[config.mk]
export PLATFORM = sky130hd
export DESIGN_NAME = demux1to8_result_bank_flat
export DESIGN_NICKNAME = d
export VERILOG_FILES = /design/src/rtl/demux1to8_result_bank_if.sv /design/src/rtl/demux1to8_result_bank.sv /design/src/flat_wrapper.sv
export SDC_FILE = /design/constraint.sdc
export NUM_CORES = 1
export LEC_CHECK = 0
export CAP_MARGIN = 15
export CORE_ASPECT_RATIO = 2
export CORE_MARGIN = 4
export CORE_UTILIZATION = 42
export CTS_BUF_LIST = sky130_fd_sc_hd__clkbuf_8
export CTS_CLUSTER_SIZE = 24
export DETAILED_ROUTE_END_ITERATION = 8
export GPL_TIMING_DRIVEN = 0
export PLACE_DENSITY = 0.66
export SETUP_SLACK_MARGIN = 0.02
export SYNTH_ARGS = -nofsm -noshare
export SYNTH_HDL_FRONTEND = slang
export SYNTH_SLANG_ARGS = --single-unit
[constraint.sdc]
create_clock -name clk -period 2.14 [get_ports clk]
set_input_delay 0.428 -clock clk [delete_from_list [all_inputs] [get_ports clk]]
set_output_delay 0.428 -clock clk [all_outputs]
set_load 0.03 [all_outputs]
[src/rtl/demux1to8_result_bank_if.sv]
// Result-bank bus: producer write handshake plus consumer read port.
//   in_valid/in_ready/f2/f1/f0/din : write side (code {f2,f1,f0} picks the slot)
//   rd_en/rd_sel                   : read request, single-cycle strobe
//   dout/dout_valid/rd_err         : registered read response
//   slot_full/accept_count         : occupancy flags and accepted-write counter
interface demux1to8_result_bank_if #(
   parameter int unsigned WIDTH = 4,
   parameter int unsigned CNT_W = 8
);
   logic             in_valid;
   logic             in_ready;
   logic             f2;
   logic             f1;
   logic             f0;
   logic [WIDTH-1:0] din;
   logic             rd_en;
   logic [2:0]       rd_sel;
   logic [WIDTH-1:0] dout;
   logic             dout_valid;
   logic             rd_err;
   logic [7:0]       slot_full;
   logic [CNT_W-1:0] accept_count;

   // Producer/consumer side
   modport master (
      output in_valid, f2, f1, f0, din, rd_en, rd_sel,
      input  in_ready, dout, dout_valid, rd_err, slot_full, accept_count
   );

   // Result bank side
   modport slave (
      input  in_valid, f2, f1, f0, din, rd_en, rd_sel,
      output in_ready, dout, dout_valid, rd_err, slot_full, accept_count
   );
endinterface

[src/rtl/demux1to8_result_bank.sv]
// Eight-slot result bank: steers an ALU result word into the slot named by its
// {f2,f1,f0} function code, and lets a consumer drain slots by index.
// Ports:
//   clk - rising-edge clock
//   rst - asynchronous active-high reset
//   bus - demux1to8_result_bank_if slave modport (write handshake, read port,
//         occupancy flags, accepted-write counter)
module demux1to8_result_bank #(
   parameter int unsigned WIDTH = 4,
   parameter int unsigned CNT_W = 8
) (
   input logic                         clk,
   input logic                         rst,
   demux1to8_result_bank_if.slave      bus
);
   localparam int unsigned NSLOT = 8;
   localparam int unsigned SEL_W = 3;

   logic [WIDTH-1:0] slot_q [NSLOT];
   logic [WIDTH-1:0] slot_d [NSLOT];
   logic [NSLOT-1:0] full_q, full_d;
   logic [WIDTH-1:0] dout_q, dout_d;
   logic             dout_valid_q, dout_valid_d;
   logic             rd_err_q, rd_err_d;
   logic [CNT_W-1:0] cnt_q, cnt_d;

   logic [SEL_W-1:0] sel;
   logic             in_ready_c;
   logic             wr_fire;
   logic             rd_hit;

   assign sel = {bus.f2, bus.f1, bus.f0};

   // An occupied slot may still accept when the same edge drains it
   assign in_ready_c = !full_q[sel] || (bus.rd_en && (bus.rd_sel == sel) && full_q[sel]);
   assign wr_fire    = bus.in_valid && in_ready_c;
   assign rd_hit     = bus.rd_en && full_q[bus.rd_sel];

   // Next-state: read clears before write sets, so a same-slot write keeps the flag high
   always_comb begin
      slot_d       = slot_q;
      full_d       = full_q;
      dout_d       = dout_q;
      dout_valid_d = 1'b0;
      rd_err_d     = 1'b0;
      cnt_d        = cnt_q;

      if (bus.rd_en) begin
         if (rd_hit) begin
            dout_d               = slot_q[bus.rd_sel];
            dout_valid_d         = 1'b1;
            full_d[bus.rd_sel]   = 1'b0;
         end else begin
            rd_err_d = 1'b1;
         end
      end

      if (wr_fire) begin
         slot_d[sel] = bus.din;
         full_d[sel] = 1'b1;
         cnt_d       = cnt_q + CNT_W'(1);
      end
   end

   // State and output registers
   always_ff @(posedge clk or posedge rst) begin
      if (rst) begin
         slot_q       <= '{default: '0};
         full_q       <= '0;
         dout_q       <= '0;
         dout_valid_q <= 1'b0;
         rd_err_q     <= 1'b0;
         cnt_q        <= '0;
      end else begin
         slot_q       <= slot_d;
         full_q       <= full_d;
         dout_q       <= dout_d;
         dout_valid_q <= dout_valid_d;
         rd_err_q     <= rd_err_d;
         cnt_q        <= cnt_d;
      end
   end

   assign bus.in_ready     = in_ready_c;
   assign bus.dout         = dout_q;
   assign bus.dout_valid   = dout_valid_q;
   assign bus.rd_err       = rd_err_q;
   assign bus.slot_full    = full_q;
   assign bus.accept_count = cnt_q;
endmodule

[src/flat_wrapper.sv]
// flat-port wrapper written by rule: the top's interface ports become plain ports
module demux1to8_result_bank_flat 
#(
   parameter int unsigned WIDTH = 4,
   parameter int unsigned CNT_W = 8
)
  (clk, rst, bus_in_valid, bus_f2, bus_f1, bus_f0, bus_din, bus_rd_en, bus_rd_sel, bus_in_ready, bus_dout, bus_dout_valid, bus_rd_err, bus_slot_full, bus_accept_count);
  demux1to8_result_bank_if #(.WIDTH(WIDTH), .CNT_W(CNT_W)) bus_i ();
  input logic clk;
  input logic rst;
  input wire logic [$bits(bus_i.in_valid)-1:0] bus_in_valid;
  input wire logic [$bits(bus_i.f2)-1:0] bus_f2;
  input wire logic [$bits(bus_i.f1)-1:0] bus_f1;
  input wire logic [$bits(bus_i.f0)-1:0] bus_f0;
  input wire logic [$bits(bus_i.din)-1:0] bus_din;
  input wire logic [$bits(bus_i.rd_en)-1:0] bus_rd_en;
  input wire logic [$bits(bus_i.rd_sel)-1:0] bus_rd_sel;
  output wire logic [$bits(bus_i.in_ready)-1:0] bus_in_ready;
  output wire logic [$bits(bus_i.dout)-1:0] bus_dout;
  output wire logic [$bits(bus_i.dout_valid)-1:0] bus_dout_valid;
  output wire logic [$bits(bus_i.rd_err)-1:0] bus_rd_err;
  output wire logic [$bits(bus_i.slot_full)-1:0] bus_slot_full;
  output wire logic [$bits(bus_i.accept_count)-1:0] bus_accept_count;
  assign bus_i.in_valid = bus_in_valid;
  assign bus_i.f2 = bus_f2;
  assign bus_i.f1 = bus_f1;
  assign bus_i.f0 = bus_f0;
  assign bus_i.din = bus_din;
  assign bus_i.rd_en = bus_rd_en;
  assign bus_i.rd_sel = bus_rd_sel;
  assign bus_in_ready = bus_i.in_ready;
  assign bus_dout = bus_i.dout;
  assign bus_dout_valid = bus_i.dout_valid;
  assign bus_rd_err = bus_i.rd_err;
  assign bus_slot_full = bus_i.slot_full;
  assign bus_accept_count = bus_i.accept_count;
  demux1to8_result_bank #(.WIDTH(WIDTH), .CNT_W(CNT_W)) u_core (.clk(clk), .rst(rst), .bus(bus_i));
endmodule
==> results of run 1 <==
## per-layer routing
layer | GRT usage | vias to the layer above
met1 | 0.213 | 1005
met2 | 0.319 | 50
met4 | 0.0805 | 0
li1 | - | 923
met5 | 0 | -
met3 | 0.0321 | 16
## stage by stage
stage | setup WS (ns) | instances | hold slack, ns | util
after floorplan | -0.101 | 228 | 0.471 | -
after global placement | -1.22 | 346 | 0.466 | 0.510
after detailed placement | -1.22 | 347 | 0.481 | 0.513
after CTS | -0.282 | 364 | 0.406 | 0.549
after global routing | -0.328 | 368 | 0.422 | 0.562
final | -0.271 | 368 | 0.399 | 0.562
## flip-flops by register name, summed over array words and instances, names as in the netlist
register                 count
u_core.bus.slot_full         8
u_core.bus.accept_count      8
u_core.bus.rd_err            1
u_core.bus.dout_valid        1
u_core.bus.dout              4
u_core.slot_q               32
## final cells by class
| cell class | count | area share |
|---|---|---|
| Buffer | 15 | 0.0308 |
| Clock buffer | 5 | 0.0193 |
| Clock inverter | 2 | 0.00315 |
| Inverter | 5 | 0.00525 |
| Multi-Input combinational cell | 154 | 0.403 |
| Sequential cell | 54 | 0.379 |
| Tap cell | 86 | 0.0301 |
| Timing Repair Buffer | 47 | 0.130 |
## worst paths after layout
kind                                                        start                                     end  slack [ns]  depth (start not counted)
setup / recovery                u_core.bus.slot_full[7]$_DFF_PP0_                            bus_in_ready       -0.27                          5
hold / removal                                                rst           u_core.slot_q[14]$_DFFE_PP0P_        0.40                          2
setup reg to reg                u_core.bus.slot_full[7]$_DFF_PP0_           u_core.slot_q[23]$_DFFE_PP0P_       -0.25                          7
hold reg to reg            u_core.bus.accept_count[7]$_DFFE_PP0P_  u_core.bus.accept_count[7]$_DFFE_PP0P_        0.50                          1
max in group asynchronous                                     rst       u_core.bus.slot_full[3]$_DFF_PP0_        1.20                          3
min in group clk           u_core.bus.accept_count[7]$_DFFE_PP0P_  u_core.bus.accept_count[7]$_DFFE_PP0P_        0.50                          1
## cells in the final DEF (no fill, tap or decap), types with 2 or more instances in the layout
cell and instances:
o31ai_1 2, a21o_1 3, nand2_1 13, and3_1 4, nand4_1 5, buf_2 2, clkbuf_1 3, buf_6 8
clkdlybuf4s50_1 30, nand2b_1 6, clkbuf_8 6, or3_1 2, mux2i_1 7, mux2_4 20, mux2_2 23, nor2_1 5
buf_4 10, nand3_1 7, nor2b_1 2, xnor2_1 9, and2_1 5, nand4b_4 2, o211ai_1 2, a21oi_1 2
dfrtp_1 50, nand3b_1 4, o21ai_0 5, mux4_2 3, inv_1 5, dfrtp_2 4, clkbuf_2 3, a31oi_1 3
## worst reg2reg max path, delay by kind of cell (launching register included)
kind | cells | cell delay (ns)
compound gates | 1 | 0.20
mux | 3 | 1.14
simple gates | 1 | 0.21
flops | 1 | 0.42
buf+inv | 2 | 0.31
## repair_timing
item,in CTS,in global routing
hold endpoints to repair,0,0
setup buffers,10,4
resized for setup,29,14
setup endpoints to repair,53,50
pin swaps,3,3
## cells by family (layout without fill, tap and decap cells)
| group | Yosys count | in the layout | share of synthesized area |
|---|---|---|---|
| AO/OA/AOI/OAI | 26 | 26 | 0.0633 |
| XOR/XNOR | 10 | 10 | 0.0319 |
| adder cells (fa/ha/maj) | 1 | 1 | 0.00455 |
| buffers and inverters | 20 | 74 | 0.0319 |
| flip-flops | 54 | 54 | 0.492 |
| multiplexers | 53 | 53 | 0.226 |
| AND/OR/NAND/NOR | 64 | 64 | 0.151 |
## power breakdown
part	internal (W)	switching [W]	leakage (nW)
Combinational	0.000915	0.000778	0.871
Sequential	0.00139	0.000245	0.654
Clock	0.000221	0.000335	0.0414
Total	0.00253	0.00136	1.57
==> results.sh, run 1 <==
export IMPL_largest_stage_delay_on_the_critical_path_ns=0.53
export IMPL_fin_area_um2=3570
export IMPL_run_status="finished with violations"
export IMPL_critical_path_class="reg -> out"
export IMPL_top_level_port_count=37
export IMPL_synth_area_um2=2750
export IMPL_p_total_w=0.00389
export IMPL_clock_root_buffer="clkbuf_8"
export IMPL_synth_most_common_cell="dfrtp_1"
export IMPL_synth_top_cells_by_area="dfrtp_1 (49%), mux2_2 (18%), xnor2_1 (3.2%), mux2i_1 (2.5%), mux4_2 (2.5%)"
export IMPL_synth_edff_count=0
export IMPL_fin_crit_sh=1.13
export IMPL_clock_tree_from_tritoncts="built"
export IMPL_critical_path_endpoint_type="output port"
export IMPL_top_reg_cell_synth="dfrtp_1"
export IMPL_rows=41
export IMPL_cts_hold_repair_buffers=0
export IMPL_synth_top_cell_area_share=0.492
export IMPL_dr_first_iter_drc_count=101
export IMPL_wl_met2_mm=3.72
export IMPL_area_delta_synth_final_pct=30.0
export IMPL_htree_levels=2
export IMPL_drt_drc_violations_left=0
export IMPL_globalplace_congestion=0.910
export IMPL_worst_pin_slew_ns=0.538
export IMPL_buffer_ports_inserted=32
export IMPL_unrepaired_setup_endpoints_after_global_routing="true"
export IMPL_clock_period_minus_final_worst_setup_slack_ns=2.41
export IMPL_antenna_left=0
export IMPL_highest_layer="met4"
export IMPL_multi_input_comb_area_um2=1440
export IMPL_synth_ff_latch_count=54
export IMPL_detailed_place_area_um2=3270
export IMPL_leftover_overflow_at_the_end_of_global_routing=0
export IMPL_cp_buffers_inverters=2
export IMPL_power_density_nw_per_um2=1090
export IMPL_pin_count_of_the_biggest_net_entering_global_routing=39
export IMPL_antenna_diode_count=0
export IMPL_critical_path_cell_chain="mux2_4, mux4_2, o21ai_4, buf_6, buf_6"
export IMPL_cts_path_max_buffers=2
export IMPL_synth_seq_area_share=0.492
export IMPL_dieArea_um2=7980
export IMPL_worst_path_max_delay_cell="mux4_2"
export IMPL_initial_standard_cell_utilization_of_the_core=0.432
export IMPL_finalWorstSetupSlack_ns=-0.271
export IMPL_place_hpwl_mm=4.67
export IMPL_max_freq_mhz=415
export IMPL_timing_critical_path_required_ns=1.71
export IMPL_setup_tns_final_ns=-6.09
export IMPL_cap_violations=0
export IMPL_number_of_nets_in_the_layout=297
export IMPL_sequential_cell_area_um2=1360
export IMPL_crit_path_max_fanout=3
export IMPL_clock_latency_ns=0.31
export IMPL_detail_route_first_pass_iterations=4
export IMPL_avgViaCountPerCell=5.42
export IMPL_max_slew_margin_rel=0.641
export IMPL_grtUsageTotal=0.182
export IMPL_filler_cell_count=574
export IMPL_hold_path_class="in -> async"
export IMPL_post_synth_num_cell_types=42
export IMPL_cp_top_family="multiplexers"
export IMPL_core_region_area_um2=6360
export IMPL_timing_critical_path_mode_cell="buf_6"
export IMPL_timing_critical_path_from_type="flip-flop"
export IMPL_cts_reportedPaths_clkPinSlew_ns=0.09
export IMPL_timing_critical_path_arrival_ns=1.98
export IMPL_route_final_wire_length_mm=6.75
export IMPL_via_count_of_the_first_global_routing_pass=2057
export IMPL_synthesis_area_per_instance_um2=12.1
export IMPL_synthesis_instances=228
export IMPL_synth_top_cells_by_count="dfrtp_1 (54), mux2_2 (43), nand2_1 (14)"
export IMPL_ys_warnings_count=0
export IMPL_timing_hold_violations_final=0
export IMPL_met3_length_um=224
export IMPL_ffs_w_async_s_r_synth=1.00
export IMPL_tritoncts_buffers=5
export IMPL_finalSetupViolations=33
export IMPL_irDropWorstVdd_v=0.000691
export IMPL_dieHeight_um=122
export IMPL_routed_wire_per_std_cell_um=18.3
export IMPL_share_of_layout_cells_above_drive_strength_1=0.348
export IMPL_m1_wire_length_mm=2.59
export IMPL_clock_skew_ns=0.00426
export IMPL_power_leakage_nw=1.57
export IMPL_numClockSinks=54
export IMPL_routed_via_count=1994
export IMPL_violated_checks="negative setup slack"
export IMPL_grt_first_pass_wirelength_mm=10.9
export IMPL_syn_nets=243
export IMPL_number_of_antenna_violations_at_the_first_check_in_global_routing=0
export IMPL_count_of_final_max_slew_check_failures=0
export IMPL_dieWidth_um=65.2
export IMPL_yosysTopAreaCell="dfrtp_1"
No activity file was read; power rests on OpenSTA's default activity.
==> inputs of run 2 (changes only) <==
CAP_MARGIN = not set   (was 15)
CORE_MARGIN = not set   (was 4)
PLACE_DENSITY = 0.63   (was 0.66)
==> run 2 against run 1 <==
Compared with the run above: the flow still finishes with violations (negative setup slack); critical endpoint unchanged; largest cell class unchanged; clock power increased by 7.6%; first-iteration DRC count shrank 54%; die area fell by 14%; global-route usage increased by 3.3 points; non-clock buffer count down 3; maximum frequency rose by 0.29%; clock-buffer cell count did not move.
==> results.sh, run 2 (synthesis results as in run 1) <==
export IMPL_initial_standard_cell_utilization_of_the_core=0.436
export IMPL_buffer_ports_inserted=32
export IMPL_timing_critical_path_required_ns=1.71
export IMPL_largest_register_ffs=32
export IMPL_critical_path_class="reg -> out"
export IMPL_max_slew_margin_rel=0.620
export IMPL_unrepaired_setup_endpoints_after_global_routing="true"
export IMPL_m1_wire_length_mm=2.67
export IMPL_clock_skew_ns=0.00472
export IMPL_dieWidth_um=59.2
export IMPL_core_region_area_um2=6310
export IMPL_globalplace_congestion=0.814
export IMPL_max_freq_mhz=416
export IMPL_sequentialPowerShare=0.421
export IMPL_timing_hold_violations_final=0
export IMPL_count_of_final_max_slew_check_failures=0
export IMPL_sw_frac_of_total=0.352
export IMPL_cts_hold_repair_buffers=0
export IMPL_number_of_antenna_violations_at_the_first_check_in_global_routing=0
export IMPL_clock_period_minus_final_worst_setup_slack_ns=2.40
export IMPL_place_hpwl_mm=4.55
export IMPL_numClockSinks=54
export IMPL_routed_wire_per_std_cell_um=17.9
export IMPL_finalWorstSetupSlack_ns=-0.264
export IMPL_detail_route_first_pass_iterations=4
export IMPL_htree_levels=2
export IMPL_leftover_overflow_at_the_end_of_global_routing=0
export IMPL_clock_latency_ns=0.32
export IMPL_cell_internal_pwr_w=0.00252
export IMPL_grtUsageTotal=0.214
export IMPL_fin_crit_sh=1.12
export IMPL_number_of_nets_in_the_layout=294
export IMPL_pin_count_of_the_biggest_net_entering_global_routing=43
export IMPL_antenna_left=0
export IMPL_cap_violations=0
export IMPL_worst_pin_slew_ns=0.570
export IMPL_final_cell_mix="dfrtp_1 (50), clkdlybuf4s50_1 (30), mux2_2 (23)"
export IMPL_power_density_nw_per_um2=1090
export IMPL_highest_layer="met4"
export IMPL_setup_tns_final_ns=-4.98
export IMPL_met3_length_um=225
export IMPL_routed_via_count=1989
export IMPL_finalHoldWorstSlack_ns=0.359
export IMPL_layout_commonest_cell="dfrtp_1"
export IMPL_combinationalPowerShare=0.425
export IMPL_wl_met2_mm=3.43
export IMPL_timing_critical_path_arrival_ns=1.98
export IMPL_tritoncts_buffers=5
export IMPL_timing_critical_path_from_type="flip-flop"
export IMPL_cts_reportedPaths_clkPinSlew_ns=0.10
export IMPL_r2r_setup_slack_ns=-0.24
export IMPL_route_final_wire_length_mm=6.57
export IMPL_crit_path_max_fanout=3
export IMPL_hold_path_class="in -> async"
export IMPL_antenna_diode_count=0
export IMPL_critical_path_endpoint_type="output port"
export IMPL_violated_checks="negative setup slack"
export IMPL_clock_root_buffer="clkbuf_8"
export IMPL_top_level_port_count=37
export IMPL_max_flop_register="u_core.slot_q"
export IMPL_avgViaCountPerCell=5.43
export IMPL_run_status="finished with violations"
export IMPL_switching_power_w=0.00137
export IMPL_cts_path_max_buffers=2
export IMPL_drt_drc_violations_left=0
export IMPL_grt_first_pass_wirelength_mm=10.7
export IMPL_finalSetupViolations=32
export IMPL_rows=41
export IMPL_dieHeight_um=116
export IMPL_share_of_layout_cells_above_drive_strength_1=0.343
export IMPL_dieArea_um2=6890
export IMPL_clock_power_share=0.154
export IMPL_via_count_of_the_first_global_routing_pass=1941
export IMPL_irDropWorstVdd_v=0.000863
export IMPL_dr_first_iter_drc_count=46
export IMPL_clock_tree_from_tritoncts="built"
export IMPL_area_delta_synth_final_pct=29.4
export IMPL_power_leakage_nw=1.55
## run 2: changes by cell type in the layout (fill, tap and decap cells not counted), sizes merged
cell / change
buf: -3
clkbuf: +1
clkdlybuf4s15: -1
clkinvlp: +1
## run 2: worst paths after layout
check,startpoint,to,depth (start not counted)
max,u_core.bus.slot_full[3]$_DFF_PP0_,bus_in_ready,5
min,rst,u_core.slot_q[26]$_DFFE_PP0P_,2
max reg2reg,u_core.bus.slot_full[3]$_DFF_PP0_,u_core.slot_q[17]$_DFFE_PP0P_,7
min reg2reg,u_core.bus.accept_count[7]$_DFFE_PP0P_,u_core.bus.accept_count[7]$_DFFE_PP0P_,1
max in group asynchronous,rst,u_core.bus.slot_full[4]$_DFF_PP0_,3
min in group clk,u_core.bus.accept_count[7]$_DFFE_PP0P_,u_core.bus.accept_count[7]$_DFFE_PP0P_,1
## run 2: per-stage QoR
step	utilization	instances	power, W	setup WS (ns)	cell area, um2
floorplan	-	228	0.00264	-0.101	2820
global placement	0.514	346	0.00313	-1.21	3250
detailed placement	0.518	347	0.00316	-1.20	3270
CTS	0.557	364	0.00390	-0.283	3520
global route	0.564	366	0.00409	-0.315	3560
finish	0.564	366	0.00388	-0.264	3560
## run 2: routing by layer
metal	vias to the layer above	GRT usage
met5	-	0
met1	1005	0.264
met2	47	0.352
met4	0	0.106
met3	13	0.0399
li1	924	-
## run 2: power groups by stage
stage / Sequential [W] / Clock, W / Combinational, W
2_1_floorplan: 0.00189 / 0 / 0.000748
3_3_place_gp: 0.00165 / 0 / 0.00148
3_5_place_dp: 0.00166 / 0 / 0.00150
4_1_cts: 0.00163 / 0.000617 / 0.00165
5_1_grt: 0.00168 / 0.000645 / 0.00176
6_report: 0.00163 / 0.000597 / 0.00165
## run 2: timing repair
action | in CTS | in global routing
pin swaps | 3 | 1
setup buffers | 9 | 2
gates resized for setup | 34 | 11
setup endpoints to repair | 53 | 51
hold endpoints to repair | 0 | 0
## run 2: critical path: stages (launching register included)
cell	delay [ns]
dfrtp_2	0.42
mux2_4	0.28
mux4_2	0.52
o21ai_4	0.18
buf_6	0.13
buf_6	0.12
## run 2: layout make-up
cell class / count / area (um2)
Clock inverter: 3 / 23.8
Inverter: 5 / 18.8
Clock buffer: 5 / 68.8
Fill cell: 552 / 2750
Tap cell: 86 / 108
Timing Repair Buffer: 44 / 438
Buffer: 15 / 113
Sequential cell: 54 / 1360
Multi-Input combinational cell: 154 / 1430
==> inputs of run 3 (changes only) <==
SETUP_SLACK_MARGIN = 0.1   (was 0.02)
==> run 3 against run 2 <==
Compared with the run above: the run still ends with negative setup slack left; worst hold slack improved by 0.016 ns; sequential power barely moved; sequential share of layout area fell by 0.49 points; cell area rose by 1.3%; first-iteration DRC count rose by 110%.
==> results.sh, run 3 (synthesis results as in run 1) <==
export IMPL_post_place_ws_ns=-1.22
export IMPL_hold_path_class="in -> async"
export IMPL_worst_path_max_delay_cell="mux4_2"
export IMPL_fin_area_um2=3600
export IMPL_htree_levels=2
export IMPL_multi_input_comb_area_um2=1440
export IMPL_sequential_cell_area_um2=1360
export IMPL_avgViaCountPerCell=5.49
export IMPL_initial_standard_cell_utilization_of_the_core=0.436
export IMPL_critical_path_class="reg -> out"
export IMPL_final_cell_mix="dfrtp_1 (50), clkdlybuf4s50_1 (30), mux2_2 (23)"
export IMPL_unrepaired_setup_endpoints_after_global_routing="true"
export IMPL_cts_hold_repair_buffers=0
export IMPL_largest_stage_delay_on_the_critical_path_ns=0.52
export IMPL_dieArea_um2=6890
export IMPL_clock_tree_from_tritoncts="built"
export IMPL_finalWorstSetupSlack_ns=-0.256
export IMPL_fin_cells=369
export IMPL_drt_drc_violations_left=0
export IMPL_pin_count_of_the_biggest_net_entering_global_routing=42
export IMPL_buffer_ports_inserted=32
export IMPL_detailed_place_area_um2=3300
export IMPL_critical_path_cell_chain="mux2_4, mux4_2, o21ai_4, buf_8, buf_6"
export IMPL_tritoncts_buffers=5
export IMPL_grt_first_pass_wirelength_mm=10.7
export IMPL_finalSetupViolations=33
export IMPL_via_count_of_the_first_global_routing_pass=1988
export IMPL_power_leakage_nw=1.59
export IMPL_cap_violations=0
export IMPL_clock_latency_ns=0.32
export IMPL_routed_via_count=2027
export IMPL_layout_commonest_cell="dfrtp_1"
export IMPL_timing_critical_path_arrival_ns=1.97
export IMPL_filler_cell_count=543
export IMPL_violated_checks="negative setup slack"
export IMPL_clock_period_minus_final_worst_setup_slack_ns=2.40
export IMPL_crit_path_max_fanout=3
export IMPL_dieWidth_um=59.2
export IMPL_top_level_port_count=37
export IMPL_max_flop_register="u_core.slot_q"
export IMPL_timing_hold_violations_final=0
export IMPL_setup_tns_final_ns=-4.92
export IMPL_power_density_nw_per_um2=1120
export IMPL_max_freq_mhz=417
export IMPL_max_slew_margin_rel=0.589
export IMPL_numClockSinks=54
export IMPL_number_of_nets_in_the_layout=297
export IMPL_rows=41
export IMPL_routed_wire_per_std_cell_um=18.2
export IMPL_place_hpwl_mm=4.54
export IMPL_worst_pin_slew_ns=0.616
export IMPL_leftover_overflow_at_the_end_of_global_routing=0
export IMPL_grtUsageTotal=0.214
export IMPL_count_of_final_max_slew_check_failures=0
export IMPL_clock_root_buffer="clkbuf_8"
export IMPL_irDropWorstVdd_v=0.000753
export IMPL_timing_critical_path_required_ns=1.71
export IMPL_dpl_cell_count=347
export IMPL_area_delta_synth_final_pct=31.0
export IMPL_antenna_diode_count=0
export IMPL_dr_first_iter_drc_count=97
export IMPL_clock_skew_ns=0.00470
export IMPL_route_final_wire_length_mm=6.70
export IMPL_cts_path_max_buffers=2
export IMPL_antenna_left=0
export IMPL_cts_reportedPaths_clkPinSlew_ns=0.10
export IMPL_core_region_area_um2=6310
export IMPL_detail_route_first_pass_iterations=4
export IMPL_run_status="finished with violations"
export IMPL_share_of_layout_cells_above_drive_strength_1=0.357
export IMPL_dieHeight_um=116
export IMPL_globalplace_congestion=0.878
export IMPL_fin_crit_sh=1.12
export IMPL_largest_register_ffs=32
export IMPL_timing_critical_path_from_type="flip-flop"
export IMPL_number_of_antenna_violations_at_the_first_check_in_global_routing=0
export IMPL_critical_path_endpoint_type="output port"
## run 3: cell count changes in the layout (fill, tap and decap cells not counted), moves of 2 or more
cell,previous run,this run
buf_4,6,12
buf_6,9,5
clkbuf_2,3,5
clkbuf_4,2,0
clkinvlp_4,2,0
nand2_2,2,0
## run 3: area by class of cell
type                            instances  area share
Multi-Input combinational cell        154       0.398
Sequential cell                        54       0.377
Timing Repair Buffer                   47       0.126
Buffer                                 15      0.0313
Tap cell                               86      0.0299
Clock buffer                            5      0.0191
Clock inverter                          3      0.0132
Inverter                                5     0.00521
## run 3: timing repair
| action | 4_1_cts | 5_1_grt |
|---|---|---|
| setup buffers | 10 | 4 |
| cloned | 0 | 0 |
| endpoints found under the setup margin | 53 | 51 |
| resized for setup | 27 | 9 |
| pin swaps | 4 | 2 |
## run 3: per-layer routing
layer,GRT usage,up-vias,wire length [um],part of all wire
met3,0.0343,16,256,0.038
met2,0.357,64,3500,0.52
li1,-,927,-,-
met1,0.267,1020,2730,0.41
met5,0,-,0,0
met4,0.0937,0,214,0.032
## run 3: through the flow
| stage | utilization | total power, W | hold slack [ns] |
|---|---|---|---|
| 2_1_floorplan | - | 0.00266 | 0.471 |
| 3_3_place_gp | 0.520 | 0.00316 | 0.464 |
| 3_5_place_dp | 0.523 | 0.00319 | 0.470 |
| 4_1_cts | 0.563 | 0.00403 | 0.370 |
| 5_1_grt | 0.571 | 0.00425 | 0.400 |
| 6_report | 0.571 | 0.00404 | 0.375 |
## run 3: final timing paths
check	from	endpoint	slack (ns)	depth (start not counted)
max	u_core.bus.slot_full[3]$_DFF_PP0_	bus_in_ready	-0.26	5
min	rst	u_core.slot_q[26]$_DFFE_PP0P_	0.38	2
max reg2reg	u_core.bus.slot_full[3]$_DFF_PP0_	u_core.slot_q[20]$_DFFE_PP0P_	-0.24	7
min reg2reg	u_core.bus.accept_count[7]$_DFFE_PP0P_	u_core.bus.accept_count[7]$_DFFE_PP0P_	0.48	1
max in group asynchronous	rst	u_core.bus.slot_full[7]$_DFF_PP0_	1.21	3
min in group clk	u_core.bus.accept_count[7]$_DFFE_PP0P_	u_core.bus.accept_count[7]$_DFFE_PP0P_	0.48	1
## run 3: where the power goes
group	internal (W)	leakage [nW]	switching (W)
Clock	0.000357	0.0591	0.000363
Combinational	0.000902	0.876	0.000784
Sequential	0.00139	0.654	0.000237
Total	0.00265	1.59	0.00138
## run 3: critical path: cells and delay by family, from the launching register on
| kind | cells | cell delay [ns] |
|---|---|---|
| muxes | 2 | 0.80 |
| AOI/OAI and AO/OA | 1 | 0.19 |
| buffers and inverters | 2 | 0.25 |
| DFF | 1 | 0.41 |
